[src/rtl/cargador_programa_pkg.sv]
// cargador_pkg: shared definitions for the program loader.
//   - estado_t: loader FSM state encoding, also visible to the host through
//     the loader interface for observation.
//   - ANCHO_DIR_DEF / ANCHO_DATO_DEF: default memory address and word widths.
//   - OP_*: processor opcodes, the upper nibble of a program word
//     ({opcode[3:0], operand[7:0]}).
//   - escribe_memoria(): true in the states where the processor memory is
//     in write mode (wr=1).
package cargador_pkg;

    localparam int ANCHO_DIR_DEF  = 6;
    localparam int ANCHO_DATO_DEF = 12;

    typedef enum logic [2:0] {
        RST_CPU = 3'd0,
        CLEAR   = 3'd1,
        LOAD    = 3'd2,
        RUN     = 3'd3,
        DONE    = 3'd4
    } estado_t;

    localparam logic [3:0] OP_LOAD  = 4'd1;
    localparam logic [3:0] OP_STORE = 4'd2;
    localparam logic [3:0] OP_ADD   = 4'd3;
    localparam logic [3:0] OP_SUB   = 4'd4;
    localparam logic [3:0] OP_MUL   = 4'd5;
    localparam logic [3:0] OP_DIV   = 4'd6;
    localparam logic [3:0] OP_AND   = 4'd7;
    localparam logic [3:0] OP_OR    = 4'd8;
    localparam logic [3:0] OP_XOR   = 4'd9;
    localparam logic [3:0] OP_NOT   = 4'd10;
    localparam logic [3:0] OP_JMP   = 4'd11;
    localparam logic [3:0] OP_INC   = 4'd12;
    localparam logic [3:0] OP_DEC   = 4'd13;
    localparam logic [3:0] OP_SHL   = 4'd14;
    localparam logic [3:0] OP_SHR   = 4'd15;

    // The processor memory stays in write mode from reset until the program
    // has been fully loaded.
    function automatic logic escribe_memoria(estado_t e);
        return (e == RST_CPU) || (e == CLEAR) || (e == LOAD);
    endfunction

endpackage

[src/rtl/cargador_programa_if.sv]
// cargador_programa_if: host-to-loader program word channel.
//   in_valid  host -> loader  host offers a word
//   in_ready  loader -> host  loader accepts the offered word this cycle
//   in_dir    host -> loader  target address of the word
//   in_dato   host -> loader  word to write
//   in_fin    host -> loader  the word is the last word of the program
//   estado    loader -> host  current loader FSM state (observation only)
//
// Handshake: a word transfers on a rising clock edge where in_valid and
// in_ready are both high. in_ready is registered and does not depend on
// in_valid. While in_ready is low an offered word is ignored, never queued,
// so the host keeps it on the bus until it is accepted. After a transfer the
// host either presents the next word or drops in_valid.
interface cargador_programa_if
    import cargador_pkg::*;
#(
    parameter int ANCHO_DIR  = ANCHO_DIR_DEF,
    parameter int ANCHO_DATO = ANCHO_DATO_DEF
);

    logic                  in_valid;
    logic                  in_ready;
    logic [ANCHO_DIR-1:0]  in_dir;
    logic [ANCHO_DATO-1:0] in_dato;
    logic                  in_fin;
    estado_t               estado;

    modport master (
        output in_valid,
        output in_dir,
        output in_dato,
        output in_fin,
        input  in_ready,
        input  estado
    );

    modport slave (
        input  in_valid,
        input  in_dir,
        input  in_dato,
        input  in_fin,
        output in_ready,
        output estado
    );

endinterface

[src/rtl/cargador_programa_monitor_acumulador.sv]
// monitor_acumulador: tracks the processor accumulator while the program runs.
//   clk, reset         clock, synchronous active-high reset
//   estado             loader FSM state; tracking is enabled only in RUN
//   dato_saliente      processor accumulator
//   acumulador_ultimo  last accumulator value that differed from the previous
//                      cycle while in RUN
//   cambios            number of such changes, saturating at 255
// The sample register follows the accumulator in every state, so the first
// RUN cycle compares against the value present just before RUN began.
module monitor_acumulador
    import cargador_pkg::*;
#(
    parameter int ANCHO_DATO = ANCHO_DATO_DEF
) (
    input  logic                  clk,
    input  logic                  reset,
    input  estado_t               estado,
    input  logic [ANCHO_DATO-1:0] dato_saliente,
    output logic [ANCHO_DATO-1:0] acumulador_ultimo,
    output logic [7:0]            cambios
);

    logic [ANCHO_DATO-1:0] muestra_q, muestra_d;
    logic [ANCHO_DATO-1:0] acum_q, acum_d;
    logic [7:0]            cambios_q, cambios_d;

    always_comb begin
        muestra_d = dato_saliente;
        acum_d    = acum_q;
        cambios_d = cambios_q;
        if ((estado == RUN) && (dato_saliente != muestra_q)) begin
            acum_d = dato_saliente;
            if (cambios_q != 8'hFF) begin
                cambios_d = cambios_q + 8'd1;
            end
        end
    end

    always_ff @(posedge clk) begin
        if (reset) begin
            muestra_q <= '0;
            acum_q    <= '0;
            cambios_q <= '0;
        end else begin
            muestra_q <= muestra_d;
            acum_q    <= acum_d;
            cambios_q <= cambios_d;
        end
    end

    assign acumulador_ultimo = acum_q;
    assign cambios           = cambios_q;

endmodule

[src/rtl/cargador_programa.sv]
// cargador_programa: loads a program into a small processor's memory, runs
// it for a fixed budget of cycles and reports the accumulator activity.
//   clk, reset         clock, synchronous active-high reset
//   host               program word channel (slave side), exposes FSM state
//   reset_cpu          processor reset
//   wr                 processor memory write mode (1) / execute (0)
//   direccion          processor memory address
//   datoEntrante       processor memory write data
//   datoSaliente       processor accumulator
//   ejecutando         processor is running
//   hecho              execution budget expired
//   acumulador_ultimo  last accumulator value captured during RUN
//   cambios            accumulator changes during RUN, saturating at 255
// Sequence: RST_CPU holds the processor in reset, CLEAR zeroes every memory
// word, LOAD writes the host's words, RUN lets the processor execute, DONE
// holds until reset. Every output comes straight from a flop; the output
// flops are loaded from the next-state values so they line up with the state
// register.
module cargador_programa
    import cargador_pkg::*;
#(
    parameter int ANCHO_DIR        = ANCHO_DIR_DEF,
    parameter int ANCHO_DATO       = ANCHO_DATO_DEF,
    parameter int CICLOS_RESET     = 6,
    parameter int CICLOS_ESCRITURA = 2,
    parameter int CICLOS_EJEC      = 200
) (
    input  logic                  clk,
    input  logic                  reset,
    cargador_programa_if.slave    host,
    output logic                  reset_cpu,
    output logic                  wr,
    output logic [ANCHO_DIR-1:0]  direccion,
    output logic [ANCHO_DATO-1:0] datoEntrante,
    input  logic [ANCHO_DATO-1:0] datoSaliente,
    output logic                  ejecutando,
    output logic                  hecho,
    output logic [ANCHO_DATO-1:0] acumulador_ultimo,
    output logic [7:0]            cambios
);

    // One counter serves every timed phase: reset hold, per-word write hold
    // and the execution budget.
    localparam int CNT_W = 16;
    localparam logic [CNT_W-1:0] FIN_RESET     = CNT_W'(CICLOS_RESET - 1);
    localparam logic [CNT_W-1:0] FIN_ESCRITURA = CNT_W'(CICLOS_ESCRITURA - 1);
    localparam logic [CNT_W-1:0] FIN_EJEC      = CNT_W'(CICLOS_EJEC - 1);

    estado_t               state_q, state_d;
    logic [CNT_W-1:0]      cnt_q, cnt_d;
    logic                  hold_q, hold_d;       // a LOAD write is being held
    logic                  fin_q, fin_d;         // held word is the last one
    logic [ANCHO_DIR-1:0]  dir_q, dir_d;
    logic [ANCHO_DATO-1:0] dato_q, dato_d;
    logic                  reset_cpu_q, reset_cpu_d;
    logic                  wr_q, wr_d;
    logic                  in_ready_q, in_ready_d;
    logic                  ejecutando_q, ejecutando_d;
    logic                  hecho_q, hecho_d;

    // Next state and datapath.
    always_comb begin
        state_d = state_q;
        cnt_d   = cnt_q;
        hold_d  = hold_q;
        fin_d   = fin_q;
        dir_d   = dir_q;
        dato_d  = dato_q;

        case (state_q)
            RST_CPU: begin
                if (cnt_q == FIN_RESET) begin
                    state_d = CLEAR;
                    cnt_d   = '0;
                    dir_d   = '0;
                    dato_d  = '0;
                end else begin
                    cnt_d = cnt_q + CNT_W'(1);
                end
            end

            // Walk every address once, writing zero, each held for the
            // write time. The last address is left on the bus into LOAD.
            CLEAR: begin
                dato_d = '0;
                if (cnt_q == FIN_ESCRITURA) begin
                    cnt_d = '0;
                    if (dir_q == '1) begin
                        state_d = LOAD;
                        hold_d  = 1'b0;
                    end else begin
                        dir_d = dir_q + ANCHO_DIR'(1);
                    end
                end else begin
                    cnt_d = cnt_q + CNT_W'(1);
                end
            end

            LOAD: begin
                if (hold_q) begin
                    if (cnt_q == FIN_ESCRITURA) begin
                        hold_d = 1'b0;
                        cnt_d  = '0;
                        if (fin_q) begin
                            state_d = RUN;
                        end
                    end else begin
                        cnt_d = cnt_q + CNT_W'(1);
                    end
                end else if (host.in_valid && in_ready_q) begin
                    // in_ready_q is only high here, so this is the transfer.
                    hold_d = 1'b1;
                    cnt_d  = '0;
                    dir_d  = host.in_dir;
                    dato_d = host.in_dato;
                    fin_d  = host.in_fin;
                end
            end

            RUN: begin
                if (cnt_q == FIN_EJEC) begin
                    state_d = DONE;
                    cnt_d   = '0;
                end else begin
                    cnt_d = cnt_q + CNT_W'(1);
                end
            end

            DONE: begin
                state_d = DONE;
            end

            default: begin
                state_d = RST_CPU;
                cnt_d   = '0;
            end
        endcase
    end

    // Output flops are loaded from the next state so they match state_q.
    always_comb begin
        reset_cpu_d  = (state_d == RST_CPU);
        wr_d         = escribe_memoria(state_d);
        in_ready_d   = (state_d == LOAD) && !hold_d;
        ejecutando_d = (state_d == RUN);
        hecho_d      = (state_d == DONE);
    end

    always_ff @(posedge clk) begin
        if (reset) begin
            state_q      <= RST_CPU;
            cnt_q        <= '0;
            hold_q       <= 1'b0;
            fin_q        <= 1'b0;
            dir_q        <= '0;
            dato_q       <= '0;
            reset_cpu_q  <= 1'b1;
            wr_q         <= 1'b1;
            in_ready_q   <= 1'b0;
            ejecutando_q <= 1'b0;
            hecho_q      <= 1'b0;
        end else begin
            state_q      <= state_d;
            cnt_q        <= cnt_d;
            hold_q       <= hold_d;
            fin_q        <= fin_d;
            dir_q        <= dir_d;
            dato_q       <= dato_d;
            reset_cpu_q  <= reset_cpu_d;
            wr_q         <= wr_d;
            in_ready_q   <= in_ready_d;
            ejecutando_q <= ejecutando_d;
            hecho_q      <= hecho_d;
        end
    end

    monitor_acumulador #(
        .ANCHO_DATO (ANCHO_DATO)
    ) u_monitor (
        .clk               (clk),
        .reset             (reset),
        .estado            (state_q),
        .dato_saliente     (datoSaliente),
        .acumulador_ultimo (acumulador_ultimo),
        .cambios           (cambios)
    );

    assign host.in_ready = in_ready_q;
    assign host.estado   = state_q;
    assign reset_cpu     = reset_cpu_q;
    assign wr            = wr_q;
    assign direccion     = dir_q;
    assign datoEntrante  = dato_q;
    assign ejecutando    = ejecutando_q;
    assign hecho         = hecho_q;

endmodule

[src/flat_wrapper.sv]
// flat-port wrapper written by rule: the top's interface ports become plain ports
module cargador_programa_flat import cargador_pkg::*;
#(
    parameter int ANCHO_DIR        = ANCHO_DIR_DEF,
    parameter int ANCHO_DATO       = ANCHO_DATO_DEF,
    parameter int CICLOS_RESET     = 6,
    parameter int CICLOS_ESCRITURA = 2,
    parameter int CICLOS_EJEC      = 200
)
  (clk, reset, reset_cpu, wr, direccion, datoEntrante, datoSaliente, ejecutando, hecho, acumulador_ultimo, cambios, host_in_valid, host_in_dir, host_in_dato, host_in_fin, host_in_ready, host_estado);
  cargador_programa_if #(.ANCHO_DIR(ANCHO_DIR), .ANCHO_DATO(ANCHO_DATO)) host_i ();
  input  logic clk;
  input  logic reset;
  output logic reset_cpu;
  output logic wr;
  output logic [ANCHO_DIR-1:0] direccion;
  output logic [ANCHO_DATO-1:0] datoEntrante;
  input  logic [ANCHO_DATO-1:0] datoSaliente;
  output logic ejecutando;
  output logic hecho;
  output logic [ANCHO_DATO-1:0] acumulador_ultimo;
  output logic [7:0] cambios;
  input wire logic [$bits(host_i.in_valid)-1:0] host_in_valid;
  input wire logic [$bits(host_i.in_dir)-1:0] host_in_dir;
  input wire logic [$bits(host_i.in_dato)-1:0] host_in_dato;
  input wire logic [$bits(host_i.in_fin)-1:0] host_in_fin;
  output wire logic [$bits(host_i.in_ready)-1:0] host_in_ready;
  output wire logic [$bits(host_i.estado)-1:0] host_estado;
  assign host_i.in_valid = host_in_valid;
  assign host_i.in_dir = host_in_dir;
  assign host_i.in_dato = host_in_dato;
  assign host_i.in_fin = host_in_fin;
  assign host_in_ready = host_i.in_ready;
  assign host_estado = host_i.estado;
  cargador_programa #(.ANCHO_DIR(ANCHO_DIR), .ANCHO_DATO(ANCHO_DATO), .CICLOS_RESET(CICLOS_RESET), .CICLOS_ESCRITURA(CICLOS_ESCRITURA), .CICLOS_EJEC(CICLOS_EJEC)) u_core (.clk(clk), .reset(reset), .host(host_i), .reset_cpu(reset_cpu), .wr(wr), .direccion(direccion), .datoEntrante(datoEntrante), .datoSaliente(datoSaliente), .ejecutando(ejecutando), .hecho(hecho), .acumulador_ultimo(acumulador_ultimo), .cambios(cambios));
endmodule
[config.mk]
export PLATFORM = sky130hd
export DESIGN_NAME = cargador_programa_flat
export DESIGN_NICKNAME = d
export VERILOG_FILES = /design/src/rtl/cargador_programa_pkg.sv /design/src/rtl/cargador_programa_if.sv /design/src/rtl/cargador_programa_monitor_acumulador.sv /design/src/rtl/cargador_programa.sv /design/src/flat_wrapper.sv
export SDC_FILE = /design/constraint.sdc
export NUM_CORES = 1
export LEC_CHECK = 0
export ABC_AREA = 1
export CORE_UTILIZATION = 55
export CTS_CLUSTER_SIZE = 8
export DETAILED_ROUTE_END_ITERATION = 10
export PLACE_DENSITY = 0.82
export SLEW_MARGIN = 10
export SYNTH_ARGS = -nofsm -noshare
export SYNTH_HDL_FRONTEND = slang
export SYNTH_HIERARCHICAL = 1
export SYNTH_SLANG_ARGS = --single-unit
export TNS_END_PERCENT = 5
[constraint.sdc]
create_clock -name clk -period 3.21 [get_ports clk]
set_input_delay 0.963 -clock clk [delete_from_list [all_inputs] [get_ports clk]]
set_output_delay 0.963 -clock clk [all_outputs]
set_load 0.03 [all_outputs]
# == Yosys cells after proc, flatten, opt, wreduce, memory -nomap -nowiden ==
# Index checks and enable logic that the tools add are counted.
# classes
n_addsub,3
mul,0
n_div,0
magnitude_cmp,0
n_eq_ne,20
shift,0
n_mux,30
bitwise_logic,2
n_reduce_logical,14
# ops
op,count
2-to-1 mux 16 bit,5
one-hot mux 16 bit (5 select lines),1
2-to-1 mux 12 bit,3
one-hot mux 12 bit (3 select lines),1
2-to-1 mux 6 bit,5
2-to-1 mux 3 bit,7
one-hot mux 6 bit (3 select lines),1
adder 16 x 1 -> 16 bit (second input constant),1
equality test 16 x 1 -> 1 bit (second input constant),1
equality test 16 x 3 -> 1 bit (second input constant),1
equality test 16 x 8 -> 1 bit (second input constant),1
one-hot mux 3 bit (5 select lines),1
equality test 3 x 2 -> 1 bit (second input constant),4
!= test 12 bit,1
adder 8 x 1 -> 8 bit (second input constant),1
!= test 8 bit (second input constant),1
adder 6 x 1 -> 6 bit (second input constant),1
equality test 3 x 1 -> 1 bit (second input constant),2
equality test 3 bit (second input constant),2
equality test 6 bit (second input constant),1
logical NOT 3 bit,2
!= test 2 x 1 -> 1 bit (second input constant),3
AND reduction 6 bit,1
2-to-1 mux 1 bit,5
11 further kinds,17
# totals
ff_bits,76
latchBits,0
ramBits,0
romBits,0
inputBits,34
out_inout_bits,46
wordCells,83
mem_count,0

# == Depth between registers and ports, before layout ==
# depth
word_depth,7
depth_mapped,12
ltp_nobuf,12

# == Cells and area by module ==
# The synthesis kept the hierarchy.
# by_module_without_submodules
module,instances,cells_per_inst,area_per_inst_um2,seq_area_each_um2
cargador_programa,1,370,2528.7,880.8
monitor_acumulador,1,226,1541.5,640.6

# == Worst setup path before layout ==
# No wires, ideal clock.
# synth_path
kind,input port to flip-flop
startpoint,in datoSaliente[6]
endpoint,reg u_core.u_monitor.acum_q[0] (netlist: u_core/u_monitor/acumulador_ultimo[0])
setup_time_ns,0.113
arrival_ns,1.786
t_required_ns,3.097
slack_ns,1.311
stages,9
n_path_buf,1
path_cell_list,xnor2_1 > nand2_1 > nor2_2 > nand3_4 > nand2_4 > inv_2 > buf_6 > nor2_2 > nor2_1
# synth_via
elab_chain_len,2
# synth_rtl
item,line,rtl
start: declaration,flat_wrapper.sv:18,input logic [ANCHO_DATO-1:0] datoSaliente;
!= test 12 bit,cargador_programa_monitor_acumulador.sv:31,if ((estado == RUN) && (dato_saliente != muestra_q)) begin
logical AND 1 bit,cargador_programa_monitor_acumulador.sv:31,
end signal: assignment,cargador_programa_monitor_acumulador.sv:46,acum_q <= acum_d;
end: declaration,cargador_programa_monitor_acumulador.sv:24,"logic [ANCHO_DATO-1:0] acum_q, acum_d;"
# No other way between the ends.
# A chain may end at the register's enable or synchronous reset.

# == Worst setup path in the final report ==
# layout_path
startpoint,reg u_core.state_q[1] (netlist: u_core/host.estado[1])
endpoint,out host_estado[1]
# layout_lines
item,line,rtl
start: declaration,cargador_programa.sv:49,"estado_t state_q, state_d;"
start signal: assignment,cargador_programa.sv:163,state_q <= state_d;
end: declaration,flat_wrapper.sv:28,output wire logic [$bits(host_i.estado)-1:0] host_estado;
# No word-level cell between the ends.

==> run summary <==
====================================================================================================
Outcome ............................................................................... finished, final reports clean
Initial drt markers ...................................................................          148
Cell Pwr Density ......................................................................  368 nW/um^2
Summed instance area of the synthesized netlist .......................................   4070 sq um
Number of unique standard cell types used by synthesis ................................           37
Number of nets in the layout ..........................................................          708
Vias ..................................................................................         3858
Input/output buffers ..................................................................           79
Count of hold-fix buffers inserted at cts .............................................            0
Die height ............................................................................      88.0 um
Total Die Area ........................................................................   7750 sq um
Main combinational cell family by area after synthesis ................................ simple AND/OR/NAND/NOR gates
Slew at the pin with the worst max-slew slack .........................................     0.612 ns
Antenna-violating nets left ...........................................................            0
Xor and xnor fraction of the mapped netlist area ......................................        3.44%
Site row count ........................................................................           30
Synth top area share ..................................................................        37.4%
Cell types occupying the most area after synthesis .................................... dfxtp_1 (37%), nand2_1 (15%), nor2_1 (7.5%), inv_1 (7.4%), nand3_1 (3.6%)
Slew Viols, Final .....................................................................            0
Share of synthesized area occupied by flip-flops and latches ..........................        37.4%
Number of top-level design ports ......................................................           80
RSZ-0062 raised after global routing ..................................................        false
Async set-reset flop share out of synthesis ...........................................           0%
Final worst path period share .........................................................        78.3%
End point of the critical path ........................................................ host_estado[1]
Cell count along the critical path ....................................................            1
Post-DP HPWL ..........................................................................      6780 um
Largest net degree at the start of global routing .....................................           39
Static leakage power ..................................................................      2.16 nW
Total negative slack for setup checks .................................................         0 ns
Net Count, Synth ......................................................................          634
Iteration count of the initial detailed-routing pass ..................................            5
Final routed wirelength across all metal layers .......................................      9310 um
Post-CTS resize count .................................................................            0
Peak fanout along the critical path ...................................................            7
Post-CTS setup buffer count ...........................................................            0
Number of buffers added by the clock tree synthesis step ..............................            9
R2R Setup Slk .........................................................................      1.02 ns
Sinks on the clock net ................................................................           76
Overall track demand over capacity in global routing ..................................        25.1%
Normalized max-slew margin ............................................................        59.2%
Critical path startpoint category .....................................................    flip-flop
Die X .................................................................................      88.0 um
Area added between synthesis and finish ...............................................        24.5%
Area fraction in and, or, nand and nor cells after synthesis ..........................        38.7%
Critical-path cell list ............................................................... clkdlybuf4s50_1
Vias per std cell .....................................................................         5.00
Worst setup path startpoint ........................................................... u_core/host.estado[1]
DR DRC count ..........................................................................            0
Routability congestion estimate from global placement .................................        0.858
Final number of hold-violating endpoints ..............................................            0
Crit path time final ..................................................................      2.51 ns
Post-synthesis mux area share .........................................................           0%
Max Root-Sink Buffers .................................................................            2
Cell count of the worst reg-to-reg path ...............................................           12
Cell family with the largest share of critical-path delay ............................. buffers and inverters
Data arrival time of the critical path ................................................      1.55 ns
Fmax achieved .........................................................................      398 MHz
Classification of the worst-slack hold path ........................................... flip-flop to flip-flop
Launch instance of the worst register-to-register path ................................ u_core/host.estado[0]
First-pass GRT wire length ............................................................     15200 um
Count of max-cap constraint violations ................................................            0
Largest clock skew in the final design ................................................    0.0108 ns
Count of warnings emitted by yosys ....................................................            6
Worst IR drop on VDD ..................................................................   0.000233 V
EDFF count, synth .....................................................................            0
Vias in the first global route ........................................................         3610
Buffer cell driving the clock tree root ...............................................     clkbuf_8
Effective utilization at floorplan ....................................................        58.3%
Compound-gate portion of the synthesized area .........................................        8.15%
Worst Path Required ...................................................................      2.25 ns
Total gr overflow .....................................................................            0
Routed len/inst .......................................................................      12.1 um
Antenna violations before repair ......................................................            0
Adder-cell share of the synthesized area ..............................................        1.23%
Critical register-to-register path endpoint ........................................... u_core/direccion[5]
Synthesized instance count ............................................................          596
WS Path Type .......................................................................... flip-flop to primary output
Max stage delay on crit path ..........................................................      0.73 ns
Core footprint ........................................................................   6980 sq um
H-tree depth ..........................................................................            3
Total inserted antenna cells ..........................................................            0
Crit path buf inv count ...............................................................            1
Primary flip-flop cell chosen by synthesis mapping ....................................      dfxtp_1
Fraction of final layout cells with drive strength greater than 1 .....................        12.0%
CTS tree ..............................................................................         done
Library cell occupying the most area in the post-synthesis netlist ....................      dfxtp_1
Endpoint kind of the worst setup timing path .......................................... primary output
Clock-pin slew reported for the worst setup and hold paths after clock tree synthesis .      0.08 ns
Cell type of the slowest stage on the worst timing path ............................... clkdlybuf4s50_1
Finish-stage setup viols ..............................................................            0
Later-pin clock latency in the skew report ............................................      0.35 ns
Utilization after layout ..............................................................        72.6%
Register bit total from synthesis .....................................................           76
Post-Syn Area per Cell ................................................................   6.83 sq um
====================================================================================================
where the power goes:
part,switching (mW),internal [mW]
Sequential,0.0159,0.959
Combinational,0.0984,0.0804
Clock,0.354,0.359
layout make-up:
class / instances / area (sq um)
multi-input combinational: 414 / 2100
fill: 588 / 1910
sequential: 76 / 1520
timing repair buffer: 81 / 806
inverter: 88 / 332
clock buffer: 10 / 128
tap: 96 / 120
clock inverter: 6 / 65.1
worst min-delay path by stage:
stage | start | depth (start not counted) | slack (ns) | to
after CTS | u_core/datoEntrante[9] | 2 | 0.47 | u_core/datoEntrante[9]
after global routing | u_core/datoEntrante[9] | 2 | 0.48 | u_core/datoEntrante[9]
final | u_core/datoEntrante[9] | 2 | 0.47 | u_core/datoEntrante[9]
after detailed placement | u_core/datoEntrante[9] | 2 | 0.46 | u_core/datoEntrante[9]
after global placement | u_core/datoEntrante[10] | 2 | 0.46 | u_core/datoEntrante[10]
after floorplan | u_core/cnt_q[15] | 2 | 0.47 | u_core/cnt_q[15]
state kept, by name, indices dropped and copies added, names as in the netlist:
name	count
u_core/datoEntrante	12
u_core/u_monitor/cambios	8
u_core/direccion	6
u_core/wr	1
u_core/reset_cpu	1
u_core/cnt_q	16
u_core/u_monitor/muestra_q	12
u_core/host.estado	3
u_core/hold_q	1
u_core/fin_q	1
u_core/host.in_ready	1
u_core/ejecutando	1
u_core/u_monitor/acumulador_ultimo	12
u_core/hecho	1
stage by stage:
step / std cells / hold WS, ns / setup WS (ns) / total power [mW] / area (sq um)
global route: 771 / 0.484 / 0.612 / 1.95 / 5070
finish: 771 / 0.474 / 0.695 / 1.87 / 5070
floorplan: 596 / 0.470 / 1.31 / 1.10 / 4070
detailed placement: 755 / 0.462 / 0.493 / 1.17 / 4870
global placement: 755 / 0.458 / 0.559 / 1.17 / 4870
CTS: 771 / 0.473 / 0.683 / 1.88 / 5070
placed cells by master (no fill, tap or decap), types with 2 or more instances in the layout:
cell / netlist / final
a21oi_1: 19 / 19
a21oi_2: 10 / 10
buf_4: 0 / 2
clkbuf_8: 0 / 9
clkdlybuf4s50_1: 0 / 79
clkinv_2: 1 / 3
clkinv_4: 0 / 2
dfxtp_1: 76 / 76
ha_1: 4 / 4
inv_1: 80 / 80
inv_2: 6 / 6
nand2_1: 166 / 166
nand2_2: 4 / 4
nand2_4: 3 / 3
nand3_1: 29 / 29
nand3_2: 12 / 12
nand3_4: 2 / 2
nand4_1: 12 / 12
nor2_1: 81 / 81
nor2_2: 19 / 19
nor2_4: 2 / 2
nor3_1: 5 / 5
nor4_1: 2 / 2
o21ai_0: 9 / 9
o21ai_1: 10 / 10
o21ai_2: 2 / 2
xnor2_1: 7 / 7
xor2_1: 9 / 9
layer usage:
layer / vias to the layer above / wire length (um) / global-route usage, %
met5: - / 0 / 0
met4: 0 / 137 / 10.7
met3: 15 / 574 / 4.90
met2: 125 / 4610 / 45.7
met1: 1732 / 3990 / 28.6
li1: 1986 / - / -
Yosys cell counts, types with 2 or more instances:
cell	instances
dfxtp_1	76
nand3_1	29
nand2_4	3
a21oi_2	10
a21oi_1	19
ha_1	4
inv_1	80
clkbuf_1	6
o21ai_1	10
buf_2	6
nor2_4	2
nand3_4	2
nand4_1	12
nor2_2	19
inv_2	6
xnor2_1	7
nand2_1	166
xor2_1	9
nor4_1	2
nand2_2	4
nor2_1	81
o21ai_0	9
o21ai_2	2
nor3_1	5
nand3_2	12
buf_6	4
kinds of logic after synthesis:
group / after synthesis
flops: 76
compound gates: 54
fa+ha+maj: 4
xor+xnor: 16
simple gates: 340
buf+inv: 106
Power figures use the tool's default switching activity.
